==> src/rtl/chdr_32f_to_16s_if.sv <==
// chdr_32f_to_16s_if: one AXI-Stream CHDR link (64-bit data, valid, last, ready).
// Ports (modports):
//   master : drives tdata/tvalid/tlast, receives tready
//   slave  : receives tdata/tvalid/tlast, drives tready
interface chdr_32f_to_16s_if;
  localparam int unsigned DATA_W = 64;

  logic [DATA_W-1:0] tdata;
  logic              tvalid;
  logic              tlast;
  logic              tready;

  modport master (output tdata, output tvalid, output tlast, input tready);
  modport slave  (input tdata, input tvalid, input tlast, output tready);
endinterface

==> src/rtl/chdr_32f_to_16s.sv <==
// chdr_32f_to_16s: converts CHDR packets carrying fc32 complex payload (I in [63:32],
// Q in [31:0]) into CHDR packets carrying Q15 sc16 payload. Two input payload lines
// are packed into one output line, the CHDR size field is rewritten and the destination
// SID may be replaced. Conversion rounds to nearest (ties away from zero) and saturates.
// Optional feature macro: SAT_COUNT_EN (saturated-lane counter on sat_count).
// Ports:
//   clk, rst_n : clock, asynchronous active-low reset
//   i          : CHDR fc32 input stream (slave modport)
//   o          : CHDR sc16 output stream (master modport)
//   set_stb/set_addr/set_data : settings bus; BASE = SID register, BASE+1 = counter clear
//   sat_count  : saturated-lane count (0 when SAT_COUNT_EN is undefined)
module chdr_32f_to_16s #(
  parameter int unsigned BASE = 0
) (
  input  logic                     clk,
  input  logic                     rst_n,
  chdr_32f_to_16s_if.slave         i,
  chdr_32f_to_16s_if.master        o,
  input  logic                     set_stb,
  input  logic [7:0]               set_addr,
  input  logic [31:0]              set_data,
  output logic [31:0]              sat_count
);
  localparam int unsigned SAMP_W = 16;
  localparam int unsigned HOLD_W = 2 * SAMP_W;
  localparam int unsigned CNT_W  = 32;

  typedef enum logic [1:0] {HEADER, TIME, LO, HI} state_t;

  state_t              state_q, state_d;
  logic [HOLD_W-1:0]   hold_q;
  logic                sid_en_q;
  logic [SAMP_W-1:0]   sid_dst_q;
  logic                hold_we;
  logic                pay_beat;

  logic [SAMP_W-1:0]   conv_i, conv_q;
  logic                sat_i, sat_q;
  logic [15:0]         hdr_len, in_size, in_pay, new_size;
  logic [63:0]         hdr_out;

  // fc32 -> Q15 with round-half-away and saturation; returns {saturated, value}
  function automatic logic [SAMP_W:0] f32_to_q15(input logic [31:0] f);
    logic        sgn;
    logic [7:0]  e;
    logic [22:0] m;
    logic [4:0]  sh;
    logic [24:0] sum;
    logic [16:0] mag;
    sgn = f[31];
    e   = f[30:23];
    m   = f[22:0];
    sh  = '0;
    sum = '0;
    mag = '0;
    f32_to_q15 = '0;
    if (e == 8'hFF) begin
      // inf clamps and counts; NaN yields 0 silently
      if (m == 23'd0) f32_to_q15 = {1'b1, sgn ? 16'h8000 : 16'h7FFF};
    end else if (e >= 8'd128) begin
      // |x| >= 2 always exceeds the Q15 range after rounding
      f32_to_q15 = {1'b1, sgn ? 16'h8000 : 16'h7FFF};
    end else if (e >= 8'd111) begin
      // |x*2^15| = {1,m} >> (135-e); shift range 8..24, below that the result is 0
      sh  = 5'(8'd135 - e);
      sum = {1'b0, 1'b1, m} + (25'd1 << (sh - 5'd1));
      mag = 17'(sum >> sh);
      if (!sgn) begin
        f32_to_q15 = (mag > 17'd32767) ? {1'b1, 16'h7FFF} : {1'b0, mag[15:0]};
      end else begin
        f32_to_q15 = (mag > 17'd32768) ? {1'b1, 16'h8000} : {1'b0, 16'(-mag[15:0])};
      end
    end
  endfunction

  assign {sat_i, conv_i} = f32_to_q15(i.tdata[63:32]);
  assign {sat_q, conv_q} = f32_to_q15(i.tdata[31:0]);

  // Header rewrite: payload halves, header (and time) length is preserved
  always_comb begin
    hdr_len  = i.tdata[61] ? 16'd16 : 16'd8;
    in_size  = i.tdata[47:32];
    in_pay   = (in_size >= hdr_len) ? (in_size - hdr_len) : 16'd0;
    new_size = hdr_len + (in_pay >> 1);
    hdr_out  = {i.tdata[63:48], new_size,
                sid_en_q ? {i.tdata[15:0], sid_dst_q} : i.tdata[31:0]};
  end

  // State register
  always_ff @(posedge clk or negedge rst_n) begin
    if (!rst_n) state_q <= HEADER;
    else        state_q <= state_d;
  end

  // Next state and stream handshake
  always_comb begin
    state_d  = state_q;
    o.tvalid = 1'b0;
    o.tlast  = 1'b0;
    o.tdata  = {conv_i, conv_q, 32'h0};
    i.tready = 1'b0;
    hold_we  = 1'b0;
    pay_beat = 1'b0;
    case (state_q)
      HEADER: begin
        o.tvalid = i.tvalid;
        i.tready = o.tready;
        o.tdata  = hdr_out;
        if (i.tvalid && o.tready) state_d = i.tdata[61] ? TIME : LO;
      end
      TIME: begin
        o.tvalid = i.tvalid;
        i.tready = o.tready;
        o.tlast  = i.tvalid & i.tlast;
        o.tdata  = i.tdata;
        if (i.tvalid && o.tready) state_d = i.tlast ? HEADER : LO;
      end
      LO: begin
        if (i.tlast) begin
          // odd line count: emit the lone pair padded with zeros
          o.tvalid = i.tvalid;
          i.tready = o.tready;
          o.tlast  = i.tvalid;
          if (i.tvalid && o.tready) begin
            pay_beat = 1'b1;
            state_d  = HEADER;
          end
        end else begin
          i.tready = 1'b1;
          if (i.tvalid) begin
            hold_we  = 1'b1;
            pay_beat = 1'b1;
            state_d  = HI;
          end
        end
      end
      HI: begin
        o.tvalid = i.tvalid;
        i.tready = o.tready;
        o.tlast  = i.tvalid & i.tlast;
        o.tdata  = {hold_q, conv_i, conv_q};
        if (i.tvalid && o.tready) begin
          pay_beat = 1'b1;
          state_d  = i.tlast ? HEADER : LO;
        end
      end
      default: state_d = HEADER;
    endcase
  end

  // Hold register for the first pair of a packed output line
  always_ff @(posedge clk or negedge rst_n) begin
    if (!rst_n)       hold_q <= '0;
    else if (hold_we) hold_q <= {conv_i, conv_q};
  end

  // SID register; only consulted while a header is on the bus
  always_ff @(posedge clk or negedge rst_n) begin
    if (!rst_n) begin
      sid_en_q  <= 1'b0;
      sid_dst_q <= '0;
    end else if (set_stb && (set_addr == 8'(BASE))) begin
      sid_en_q  <= set_data[16];
      sid_dst_q <= set_data[15:0];
    end
  end

  wire unused_set_data = &{1'b0, set_data[31:17]};

`ifdef SAT_COUNT_EN
  logic [CNT_W-1:0] cnt_q;
  logic [CNT_W:0]   cnt_sum;

  assign cnt_sum = {1'b0, cnt_q} + (CNT_W + 1)'({1'b0, sat_i} + {1'b0, sat_q});

  // Saturating count of clamped lanes over all payload beats
  always_ff @(posedge clk or negedge rst_n) begin
    if (!rst_n)                                         cnt_q <= '0;
    else if (set_stb && (set_addr == 8'(BASE + 1)))     cnt_q <= '0;
    else if (pay_beat)                                  cnt_q <= cnt_sum[CNT_W] ? '1 : cnt_sum[CNT_W-1:0];
  end

  assign sat_count = cnt_q;
`else
  assign sat_count = '0;
  wire unused_sat = &{1'b0, sat_i, sat_q, pay_beat};
`endif

endmodule

==> src/flat_wrapper.sv <==
// flat-port wrapper written by rule: the top's interface ports become plain ports
module chdr_32f_to_16s_flat 
#(
  parameter int unsigned BASE = 0
)
  (clk, rst_n, set_stb, set_addr, set_data, sat_count, i_tdata, i_tvalid, i_tlast, i_tready, o_tdata, o_tvalid, o_tlast, o_tready);
  chdr_32f_to_16s_if i_i ();
  chdr_32f_to_16s_if o_i ();
  input  logic clk;
  input  logic rst_n;
  input  logic set_stb;
  input  logic [7:0] set_addr;
  input  logic [31:0] set_data;
  output logic [31:0] sat_count;
  input wire logic [$bits(i_i.tdata)-1:0] i_tdata;
  input wire logic [$bits(i_i.tvalid)-1:0] i_tvalid;
  input wire logic [$bits(i_i.tlast)-1:0] i_tlast;
  output wire logic [$bits(i_i.tready)-1:0] i_tready;
  output wire logic [$bits(o_i.tdata)-1:0] o_tdata;
  output wire logic [$bits(o_i.tvalid)-1:0] o_tvalid;
  output wire logic [$bits(o_i.tlast)-1:0] o_tlast;
  input wire logic [$bits(o_i.tready)-1:0] o_tready;
  assign i_i.tdata = i_tdata;
  assign i_i.tvalid = i_tvalid;
  assign i_i.tlast = i_tlast;
  assign i_tready = i_i.tready;
  assign o_tdata = o_i.tdata;
  assign o_tvalid = o_i.tvalid;
  assign o_tlast = o_i.tlast;
  assign o_i.tready = o_tready;
  chdr_32f_to_16s #(.BASE(BASE)) u_core (.clk(clk), .rst_n(rst_n), .i(i_i), .o(o_i), .set_stb(set_stb), .set_addr(set_addr), .set_data(set_data), .sat_count(sat_count));
endmodule
==> config.mk <==
export PLATFORM = sky130hd
export DESIGN_NAME = chdr_32f_to_16s_flat
export DESIGN_NICKNAME = d
export VERILOG_FILES = /design/src/rtl/chdr_32f_to_16s_if.sv /design/src/rtl/chdr_32f_to_16s.sv /design/src/flat_wrapper.sv
export SDC_FILE = /design/constraint.sdc
export NUM_CORES = 1
export LEC_CHECK = 0
export CELL_PAD_IN_SITES_DETAIL_PLACEMENT = 1
export CELL_PAD_IN_SITES_GLOBAL_PLACEMENT = 1
export CORE_MARGIN = 10
export CORE_UTILIZATION = 40
export DETAILED_ROUTE_END_ITERATION = 12
export PLACE_DENSITY_LB_ADDON = 0.1
export SYNTH_ARGS = -nofsm -noshare
export SYNTH_HDL_FRONTEND = slang
export SYNTH_SLANG_ARGS = --single-unit
==> constraint.sdc <==
create_clock -name clk -period 7.3 [get_ports clk]
set_clock_uncertainty 0.2 [all_clocks]
set_input_delay 0.73 -clock clk [delete_from_list [all_inputs] [get_ports clk]]
set_output_delay 0.73 -clock clk [all_outputs]
set_load 0.02 [all_outputs]
==> results.py, run 1 <==
metrics = {
    "clock_tree": {
        "numCtsBuffers": 5,
        "clk_path_buf_depth": 2,
        "cts-root-buf": "clkbuf_16",
        "hold_buffers": 0,
        "cts_max_level": 2,
        "clock_sinks": 51,
    },
    "global_route": {
        "grt.overflow.total": 45,
        "grt_max_degree": 52,
        "track_usage_pct": 71.8,
    },
    "yosys": {
        "synth.avg_cell_area_um2": 6.73,
        "yosysSeqAreaShare_pct": 9.84,
        "ys.warnings.count": 0,
        "syn_inst": 1926,
        "syn_area_mm2": 0.0130,
        "ys_seq_elements": 51,
        "async_flop_share_pct": 100,
        "synth_ff_type": "dfrtp_1",
        "synth-edff-count": 0,
        "synth_cell_types": 103,
    },
    "floorplan": {
        "num_io_pins": 209,
        "start_util_pct": 40.8,
        "rows": 65,
        "die_y_um": 200,
        "die_x_um": 200,
    },
    "timing": {
        "endpoint_type": "top-level output",
        "crit_endpoint": "o_tdata[57]",
    },
    "status": {
        "outcome": "aborted with a tool error",
        "first-error": "[ERROR GRT-0232] Routing congestion too high. Check the congestion heatmap in the GUI.",
        "stop_stage": "5_1_grt",
    },
    "place": {
        "io_buffer_count": 161,
        "dp_hpwl_um": 68600,
        "gp_congestion": 1.05,
    },
}
==> what timing repair did <==
item / in CTS
pin swaps: 33
setup endpoints to repair: 64
gates resized for setup: 391
setup buffers: 24
cloned: 0
==> stage by stage <==
| step | instance area, um2 | hold slack, ns | std cells | setup slack, ns | utilization (%) |
|---|---|---|---|---|---|
| after CTS | 20400 | 0.286 | 3073 | 0.000104 | 64.3 |
| after detailed placement | 19300 | 0.270 | 3041 | -0.959 | 60.7 |
| after floorplan | 13100 | 0.234 | 1957 | 0.0964 | - |
| after global placement | 19300 | 0.259 | 3041 | -0.762 | 60.7 |
==> cells by family after synthesis <==
logic type                 share of synthesized area (%)
xor gates and xnor gates                            3.24
adders and majority gates                           5.92
muxes                                               4.77
AOI/OAI and AO/OA                                   38.6
DFF                                                 9.84
other                                             0.0289
buffers and inverters                               7.39
and+or+nand+nor                                     30.2
==> cell usage after synthesis, types with 13 or more instances <==
cell type / instances / area [um2]
mux2_2: 24 / 270
or3_1: 19 / 119
o21a_1: 24 / 180
mux2i_1: 19 / 190
buf_2: 28 / 140
a21o_1: 35 / 263
ha_1: 55 / 688
a211oi_1: 26 / 195
nor3_1: 69 / 345
and3_1: 23 / 144
or2_2: 22 / 138
nand2b_1: 20 / 125
nand4_1: 41 / 257
and2_1: 15 / 93.8
and4_1: 16 / 140
o211ai_1: 36 / 270
inv_1: 54 / 203
nand3_1: 43 / 215
o2111ai_1: 16 / 140
buf_1: 13 / 48.8
o221ai_1: 14 / 123
a221oi_1: 16 / 140
a31oi_1: 25 / 156
nor4_1: 36 / 225
o21ai_0: 111 / 556
dfrtp_1: 51 / 1280
nor2b_1: 17 / 106
a21oi_1: 162 / 811
nand2_1: 199 / 747
nor2_1: 224 / 841
a22oi_1: 19 / 143
clkbuf_1: 76 / 285
o22ai_1: 37 / 231
buf_4: 37 / 278
xor2_1: 16 / 140
a221o_1: 15 / 150
xnor2_1: 32 / 280
==> routing by layer <==
metal | GRT usage (%) | GRT overflow
met1 | 67.2 | 0
met2 | 87.5 | 24
met3 | 62.0 | 2
met4 | 74.1 | 18
met5 | 35.4 | 1
==> run 2: changes to the inputs <==
--- a/config.mk
+++ b/config.mk
@@ -5,12 +5,10 @@
 export SDC_FILE = /design/constraint.sdc
 export NUM_CORES = 1
 export LEC_CHECK = 0
-export CELL_PAD_IN_SITES_DETAIL_PLACEMENT = 1
-export CELL_PAD_IN_SITES_GLOBAL_PLACEMENT = 1
 export CORE_MARGIN = 10
 export CORE_UTILIZATION = 40
 export DETAILED_ROUTE_END_ITERATION = 12
-export PLACE_DENSITY_LB_ADDON = 0.1
+export PLACE_DENSITY_LB_ADDON = 0.15
 export SYNTH_ARGS = -nofsm -noshare
 export SYNTH_HDL_FRONTEND = slang
 export SYNTH_SLANG_ARGS = --single-unit
==> results.py, run 2 <==
metrics = {
    "timing": {
        "final_max_slew_viol_count": 0,
        "tightest_slew_ns": 1.20,
        "hold_viol_final": 0,
        "setup_ws_ns": 0.127,
        "timing.fmax_mhz": 139,
        "maxSlewHeadroom_pct": 19.9,
        "whs_ns": 0.287,
        "setup_viol": 0,
        "fin_crit_sh_pct": 98.3,
        "rsz0062_at_grt": "yes",
        "period_minus_slack_ns": 7.17,
    },
    "yosys": {
        "synth_ff_type": "dfrtp_1",
        "synth_cell_types": 103,
        "synth_top_cell_by_area": "dfrtp_1",
        "synth-edff-count": 0,
        "synth_commonest_cells": "224 x nor2_1, 199 x nand2_1, 162 x a21oi_1",
        "syn_area_mm2": 0.0130,
        "ys_seq_elements": 51,
        "yosysTopAreaCellShare_pct": 9.84,
        "synth_area_leaders": "dfrtp_1 9.8%, nor2_1 6.5%, a21oi_1 6.3%",
        "synth.avg_cell_area_um2": 6.73,
        "syn_inst": 1926,
        "yosysMostFrequentCell": "nor2_1",
        "yosysSeqAreaShare_pct": 9.84,
        "async_flop_share_pct": 100,
        "ys.warnings.count": 0,
    },
    "status": {
        "outcome": "finished clean",
    },
    "global_route": {
        "antenna_found_initial": 1,
        "grt_pass1_wl_um": 106000,
        "grt_pass1_vias": 18500,
        "grt.overflow.total": 0,
        "grt_max_degree": 52,
        "track_usage_pct": 34.1,
    },
    "finish": {
        "largestRegisters": "u_core.hold_q (32), u_core.sid_dst_q (16), u_core.state_q (2)",
        "syn2layout_area_growth_pct": 58.4,
        "layout_commonest_cell": "buf_4",
        "largest_register_ffs": 32,
        "layout_common_cells": "666 x buf_4, 201 x nor2_1, 188 x nand2_1",
        "fin_nets": 2806,
        "registers.top_by_ff_count": "u_core.hold_q",
        "nFillCells": 2937,
        "finalCoreUtilization_pct": 64.6,
        "drive_above_1_share_pct": 37.2,
        "diodes": 0,
    },
    "clock_tree": {
        "cts-root-buf": "clkbuf_16",
        "cts_max_level": 2,
        "clock_latency_ns": 0.30,
        "numCtsBuffers": 5,
        "clk_path_buf_depth": 2,
        "hold_buffers": 0,
        "clk_pin_slew_ns": 0.07,
        "cts_tree": "built",
        "clock_sinks": 51,
    },
    "place": {
        "dp_hpwl_um": 58700,
        "io_buffer_count": 161,
        "gp_congestion": 0.999,
        "dpl_worst_slack_ns": -0.853,
    },
    "floorplan": {
        "die_x_um": 200,
        "start_util_pct": 40.8,
        "coreArea_mm2": 0.0318,
        "num_io_pins": 209,
        "design.die.area_mm2": 0.0400,
        "die_y_um": 200,
        "rows": 65,
    },
    "setup_path": {
        "cp_top_family": "buffers and inverters",
        "cp.required_ns": 6.37,
        "cp_data_arrival_time_ns": 6.24,
        "path_buf_inv": 10,
        "crit_top_cell": "buf_4",
        "slowest_delay_ns": 0.53,
        "cp_max_fo": 4,
        "cp-start-kind": "input port",
        "end_kind": "output pin",
        "critical_path.slowest_cell": "mux4_2",
        "critPathKind": "in2out",
    },
    "drt": {
        "vias": 18900,
        "firstDrtPassIters": 6,
        "drt_iter0_drc": 1966,
        "wl_per_cell_um": 23.3,
        "drc": 0,
        "ant_nets": 0,
        "routed_via_density": 6.16,
        "wirelength_um": 71500,
    },
    "power_and_ir_drop": {
        "pwr_density_cell_mw_per_mm2": 154,
        "peakVddDrop_v": 0.000167,
        "p_leak_nw": 9.16,
    },
    "flow_run": {
        "drv_cap": 0,
    },
    "min_path": {
        "hold_class": "reg2reg",
    },
}
-- run 2: cell counts after synthesis --
No cell type changed its count.
-- run 2: tightest hold or removal path: stages, from the launching register on --
cell and delay, ns:
dfrtp_1 0.34, nand2_1 0.05, o21ai_0 0.06
-- run 2: layout make-up --
cell class / count / area [um2] / share of cell area, %
Timing Repair Buffer: 827 / 6500 / 31.7
Inverter: 55 / 210 / 1.02
Clock buffer: 5 / 125 / 0.609
Tap cell: 435 / 544 / 2.65
Sequential cell: 51 / 1280 / 6.22
Multi-Input combinational cell: 1697 / 11800 / 57.7
Clock inverter: 3 / 27.5 / 0.134
-- run 2: where the power goes --
group | internal, W | total, W | switching [W] | leakage (nW)
combinational | 0.000988 | 0.00245 | 0.00146 | 8.43
sequential | 0.000373 | 0.000450 | 0.0000769 | 0.655
clock | 0.000131 | 0.000254 | 0.000124 | 0.0719
total | 0.00149 | 0.00315 | 0.00166 | 9.16
-- run 2: final timing paths --
kind	startpoint	to	slack, ns	cells past startpoint
min in group asynchronous	rst_n	u_core.sid_dst_q[6]$_DFFE_PN0P_	0.33	2
setup / recovery	i_tdata[55]	o_tdata[57]	0.13	27
max in group asynchronous	rst_n	u_core.state_q[1]$_DFFE_PN0P_	6.06	2
setup reg to reg	u_core.state_q[0]$_DFFE_PN0P_	u_core.hold_q[9]$_DFFE_PN0P_	3.10	7
hold reg to reg	u_core.hold_q[20]$_DFFE_PN0P_	u_core.hold_q[20]$_DFFE_PN0P_	0.29	2
hold / removal	u_core.hold_q[20]$_DFFE_PN0P_	u_core.hold_q[20]$_DFFE_PN0P_	0.29	2
-- run 2: metal layers --
metal / vias up / GRT usage [%] / share of wire [%]
met5: - / 0 / 0
met3: 239 / 6.41 / 9.0
li1: 8741 / - / -
met1: 8949 / 41.0 / 39
met2: 996 / 56.5 / 46
met4: 0 / 18.3 / 6.3
-- run 2: what timing repair did --
item	in CTS	in global routing
gates resized for setup	264	191
setup buffers	11	17
endpoints found under the setup margin	64	64
pin swaps	14	50
endpoints found under the hold margin	0	0
-- run 2: logic make-up after synthesis --
group / share of synthesized area (%)
AOI/OAI and AO/OA: 38.6
other: 0.0289
buffers and inverters: 7.39
DFF: 9.84
adders and majority gates: 5.92
xor gates and xnor gates: 3.24
and+or+nand+nor: 30.2
muxes: 4.77
-- run 2: per-stage QoR --
stage / instances / instance area (um2) / power, W / setup TNS [ns]
after floorplan: 1957 / 13100 / 0.00169 / 0
after global placement: 3037 / 19300 / 0.00287 / -35.18
after detailed placement: 3037 / 19300 / 0.00288 / -36.16
after CTS: 3056 / 19800 / 0.00306 / -0.0599
after global routing: 3073 / 20500 / 0.00331 / -0.105
final: 3073 / 20500 / 0.00315 / 0
Power figures use the tool's default switching activity.
